`src/rtl/fifo3_byte_repack.sv`:
```
// Repacks 3-bit FIFO symbols (LSB-first) into bytes on a valid/ready port.
// Optional macro FIFO3_REPACK_PARITY_EN adds a registered byte_parity output.
module fifo3_byte_repack #(
  parameter int CNT_W = 16
) (
  input  logic             clk,
  input  logic             rst_n,
  input  logic             fifo_empty,
  input  logic [2:0]       fifo_data,
  output logic             fifo_r_en,
  input  logic             flush,
  output logic [7:0]       byte_data,
  output logic             byte_valid,
  input  logic             byte_ready,
  output logic [2:0]       sym_phase,
  output logic             group_done,
  output logic [CNT_W-1:0] byte_count
`ifdef FIFO3_REPACK_PARITY_EN
  ,
  output logic             byte_parity
`endif
);

  logic [10:0]      acc_q, acc_d;
  logic [3:0]       acc_cnt_q, acc_cnt_d;
  logic             pend_q, pend_d;
  logic [7:0]       byte_data_q, byte_data_d;
  logic             byte_valid_q, byte_valid_d;
  logic [2:0]       sym_phase_q, sym_phase_d;
  logic             group_done_q, group_done_d;
  logic [CNT_W-1:0] byte_count_q, byte_count_d;
`ifdef FIFO3_REPACK_PARITY_EN
  logic             byte_parity_q, byte_parity_d;
`endif

  logic [4:0]  fill;
  logic        absorb;
  logic        drain;
  logic        xfer;
  logic [10:0] acc_base;
  logic [3:0]  cnt_base;

  always_comb begin
    // Count bits already held plus those still in flight so acc never overflows.
    fill      = {1'b0, acc_cnt_q} + (pend_q ? 5'd3 : 5'd0);
    fifo_r_en = ~fifo_empty & ~flush & (fill <= 5'd7);
    pend_d    = fifo_r_en;

    absorb = pend_q & ~flush;
    xfer   = byte_valid_q & byte_ready;
    drain  = ~flush & (acc_cnt_q >= 4'd8) & (~byte_valid_q | byte_ready);

    // Drain shifts first; an absorb in the same cycle lands on the shifted image.
    acc_base = drain ? {8'd0, acc_q[10:8]} : acc_q;
    cnt_base = drain ? (acc_cnt_q - 4'd8) : acc_cnt_q;

    acc_d        = acc_base;
    acc_cnt_d    = cnt_base;
    sym_phase_d  = sym_phase_q;
    group_done_d = 1'b0;

    if (flush) begin
      acc_d       = '0;
      acc_cnt_d   = '0;
      sym_phase_d = '0;
    end else if (absorb) begin
      acc_d        = acc_base | ({8'd0, fifo_data} << cnt_base);
      acc_cnt_d    = cnt_base + 4'd3;
      sym_phase_d  = sym_phase_q + 3'd1;
      group_done_d = (sym_phase_q == 3'd7);
    end

    byte_data_d  = byte_data_q;
    byte_valid_d = byte_valid_q & ~xfer;
`ifdef FIFO3_REPACK_PARITY_EN
    byte_parity_d = byte_parity_q;
`endif
    if (drain) begin
      byte_data_d  = acc_q[7:0];
      byte_valid_d = 1'b1;
`ifdef FIFO3_REPACK_PARITY_EN
      byte_parity_d = ^acc_q[7:0];
`endif
    end

    byte_count_d = byte_count_q + {{(CNT_W-1){1'b0}}, xfer};
  end

  always_ff @(posedge clk or negedge rst_n) begin
    if (!rst_n) begin
      acc_q        <= '0;
      acc_cnt_q    <= '0;
      pend_q       <= 1'b0;
      byte_data_q  <= '0;
      byte_valid_q <= 1'b0;
      sym_phase_q  <= '0;
      group_done_q <= 1'b0;
      byte_count_q <= '0;
`ifdef FIFO3_REPACK_PARITY_EN
      byte_parity_q <= 1'b0;
`endif
    end else begin
      acc_q        <= acc_d;
      acc_cnt_q    <= acc_cnt_d;
      pend_q       <= pend_d;
      byte_data_q  <= byte_data_d;
      byte_valid_q <= byte_valid_d;
      sym_phase_q  <= sym_phase_d;
      group_done_q <= group_done_d;
      byte_count_q <= byte_count_d;
`ifdef FIFO3_REPACK_PARITY_EN
      byte_parity_q <= byte_parity_d;
`endif
    end
  end

  assign byte_data  = byte_data_q;
  assign byte_valid = byte_valid_q;
  assign sym_phase  = sym_phase_q;
  assign group_done = group_done_q;
  assign byte_count = byte_count_q;
`ifdef FIFO3_REPACK_PARITY_EN
  assign byte_parity = byte_parity_q;
`endif

endmodule
```
`config.mk`:
```
export PLATFORM = sky130hd
export DESIGN_NAME = fifo3_byte_repack
export DESIGN_NICKNAME = d
export VERILOG_FILES = /design/src/rtl/fifo3_byte_repack.sv
export SDC_FILE = /design/constraint.sdc
export NUM_CORES = 1
export LEC_CHECK = 0
export BUFFER_PORTS_ARGS = -buffer_cell sky130_fd_sc_hd__buf_4
export CAP_MARGIN = 5
export CORE_ASPECT_RATIO = 0.5
export CORE_UTILIZATION = 30
export CTS_CLUSTER_DIAMETER = 60
export DETAILED_ROUTE_END_ITERATION = 8
export PLACE_DENSITY_LB_ADDON = 0.1
export SLEW_MARGIN = 40
export SYNTH_ARGS = -nofsm -noshare
export SYNTH_HDL_FRONTEND = slang
export SYNTH_SLANG_ARGS = --single-unit
export TNS_END_PERCENT = 20
```
`constraint.sdc`:
```
create_clock -name clk -period 2 [get_ports clk]
set_clock_uncertainty 0.15 [all_clocks]
set_input_delay 0.4 -clock clk [delete_from_list [all_inputs] [get_ports clk]]
set_output_delay 0.4 -clock clk [all_outputs]
set_load 0.02 [all_outputs]
```
==> impl_metrics.toml <==
[power_and_ir_drop]
power_density_mw_per_mm2 = 710
p_leak_nw = 1.34
peakVddDrop_mv = 0.313
power.share.switching_pct = 24.2
clkPwrFrac_pct = 42.2
p_switching_mw = 0.482
combPwrFrac_pct = 9.8
power.internal_mw = 1.51
seqPwrFrac_pct = 48.0
p_total_mw = 1.99

[worst_setup_path]
critical_path.max_fanout = 4
crit_arrival_ps = 1810
r2r_slack_ps = 260
path_class = "register to output port"
path_cells = "ha_2 -> inv_2 -> fa_2 -> and2_4 -> a31oi_4 -> nor3_2 -> buf_4"
startpoint_type = "register"
cpPeakStageDelay_ps = 410
ff2ff_path_depth = 7
reg2reg_from = "byte_valid$_DFF_PN0_"
critPathRequiredTime_ps = 1450
regToRegEndpoint = "byte_count[13]$_DFF_PN0_"
end_kind = "output port"
cpMaxStageDelayCell = "dfrtp_1"

[cts]
clkTransAtPathRegs_ps = 60
clkLatencyLatePin_ps = 290
clk_path_buf_depth = 2
cts_root_buf = "clkbuf_16"
htree_levels = 2
clkSinkCount = 45
numCtsBuffers = 5
cts_tree = "yes"

[logic_synthesis]
ys_async_sr_fraction_pct = 100
synth_cell_types = 38
yosysTopAreaCell = "dfrtp_1"
synth_cells = 190
synth_area_leaders = "dfrtp_1, xnor2_1, mux2i_1"
ys_seq_area_share_pct = 53.0
syn_area_mm2 = 0.00213
avgSynthCellArea_um2 = 11.2
ys_ff_latch = 45
synth_edf_count = 0
ys_warn_count = 0
synth_nets = 206
yosysTopAreaCellShare_pct = 53.0
synth_flop_cell = "dfrtp_1"

[outcome]
status = "finished, violations left"
violations = "negative setup slack"

[global_route]
met3_usage_pct = 4.63
grt_pass1_vias = 1478
antenna_found_initial = 0
grt_pass1_wl_mm = 7.18
top_usage_layer = "met2"
grt_use_met2_pct = 21.1
grt_max_degree = 46
grt-ovfl-total = 0
gr-usage-all-layers_pct = 13.1
met1_usage_pct = 16.3

[cells_and_area]
syn_to_final_growth_pct = 31.8
antenna_cells = 0
final_area_mm2 = 0.00280
fin_nets = 259
drive_gt1_share_pct = 32.9

[placement]
dpl.hpwl_mm = 3.06
io_buffers = 37
gp_congestion = 0.759
place_area_mm2 = 0.00259

[die]
ioPinCount = 38
start_util_pct = 31.5
die_w_um = 121
placementRows = 21
dieHeight_um = 61.5
coreArea_mm2 = 0.00675
die_area_mm2 = 0.00745

[min_path]
hold_end = "pend_q$_DFF_PN0_"
min_from = "fifo_empty"
hold_path_depth = 2
hp-class = "input port to register"

[drt]
wl_per_cell_um = 13.2
viasPerCell = 4.67
first_pass_iters = 4
routed_wl_mm = 4.41
drc = 0
first_iter_violations = 68
vias = 1563
drtAntennaViolNets = 0

[sta]
maxSlewHeadroom_pct = 60.6
rsz0062_at_grt = "true"
layout_min_cycle_time_ps = 2360
fin_crit_sh_pct = 118
finalSetupViolCount = 1
postLayoutSetupSlackWorst_ps = -365
final_max_slew_viol_count = 0
max_freq_mhz = 423
finalHoldViolations = 0
tightest_slew_ps = 591
fin_setup_tns_ps = -365

[flow_run]
maxCapViolCount = 0
## synth_stat cells (3+ instances only)
cell type,number
dfrtp_1,45
nor2_1,19
xnor2_1,13
nand3_1,11
mux2i_1,9
nand2_1,9
mux2_2,8
a21oi_1,7
ha_1,7
a22oi_1,6
inv_1,6
o21ai_0,5
nand3b_1,4
nor3_1,4
xor2_1,4
buf_2,3
clkbuf_1,3
nand2b_1,3
## layout by cell type, fill, tap and decap left out, types with 2 or more instances in the layout
master / Yosys / routed
dfrtp_1: 45 / 45
xnor2_1: 13 / 13
mux2i_1: 9 / 9
inv_2: 1 / 2
nor2_1: 19 / 19
buf_4: 0 / 51
nand2_1: 9 / 9
nand3_1: 11 / 11
inv_1: 6 / 5
nand2b_1: 3 / 3
a22oi_1: 6 / 6
a21oi_1: 7 / 6
xor2_1: 4 / 4
ha_1: 7 / 5
mux2_2: 8 / 8
o22ai_1: 2 / 2
nand3b_1: 4 / 4
nor3_1: 4 / 3
o21ai_0: 5 / 5
and3_1: 2 / 2
or3_1: 2 / 2
clkbuf_16: 0 / 5
nor2b_1: 2 / 2
## cell families after synthesis
group                      synth area share [%]
and+or+nand+nor                            14.9
AOI/OAI and AO/OA                          7.89
muxes                                      8.48
adders and majority gates                  5.06
xor gates and xnor gates                   7.00
DFF                                        53.0
buffers and inverters                      3.71
## layout make-up
cell class / instances / area [um2]
multi-input combinational: 130 / 963
timing repair buffer: 54 / 424
clock inverter: 1 / 7.51
tap: 92 / 115
clock buffer: 6 / 139
fill: 668 / 3950
sequential: 45 / 1130
inverter: 7 / 26.3
## per-layer routing
metal,vias to the layer above,wire length (um)
met2,31,2040
met4,0,59
met5,-,0
met1,763,2090
li1,764,-
met3,5,226
## critical path: cells and delay by family (launching register included)
family / cells / cell delay [ps]
simple gates: 2 / 230
flops: 1 / 410
compound gates: 1 / 170
buf+inv: 2 / 190
fa+ha+maj: 2 / 520
## power by group through the flow
stage | Sequential [mW] | Clock (mW) | Combinational, mW
final | 0.955 | 0.841 | 0.194
after detailed placement | 0.970 | 0 | 0.188
after floorplan | 0.983 | 0 | 0.0851
after global placement | 0.969 | 0 | 0.186
after global routing | 0.958 | 0.904 | 0.216
after CTS | 0.955 | 0.876 | 0.197
## per-stage QoR
stage / setup slack, ps / std cells / hold WS (ps) / utilization (%)
3_3_place_gp: -81.6 / 325 / 300 / 38.3
4_1_cts: -363 / 335 / 102 / 41.5
2_1_floorplan: 23.4 / 190 / -45.6 / -
3_5_place_dp: -111 / 325 / 305 / 38.3
6_report: -365 / 335 / 113 / 41.5
5_1_grt: -419 / 335 / 119 / 41.5
## worst max path at each step
stage	startpoint	endpoint	slack, ps	cells past startpoint
5_1_grt	pend_q$_DFF_PN0_	fifo_r_en	-420	7
3_5_place_dp	pend_q$_DFF_PN0_	fifo_r_en	-110	7
6_report	pend_q$_DFF_PN0_	fifo_r_en	-360	7
4_1_cts	pend_q$_DFF_PN0_	fifo_r_en	-360	7
3_3_place_gp	pend_q$_DFF_PN0_	fifo_r_en	-80	7
2_1_floorplan	pend_q$_DFF_PN0_	fifo_r_en	20	6
## repair_timing
| action | 4_1_cts | 5_1_grt |
|---|---|---|
| resized for setup | 9 | 0 |
| buffers inserted | 2 | 0 |
| hold endpoints to repair | 45 | 0 |
| endpoints found under the setup margin | 1 | 1 |
| pin swaps | 5 | 2 |
| hold buffers | 1 | 0 |
## registers in the layout, summed over array words and instances (netlist names)
register and flops:
acc_cnt_q 4, byte_data 8, pend_q 1, sym_phase 3, byte_count 16, group_done 1
acc_q 11, byte_valid 1
(Power assumes the default switching activity.)
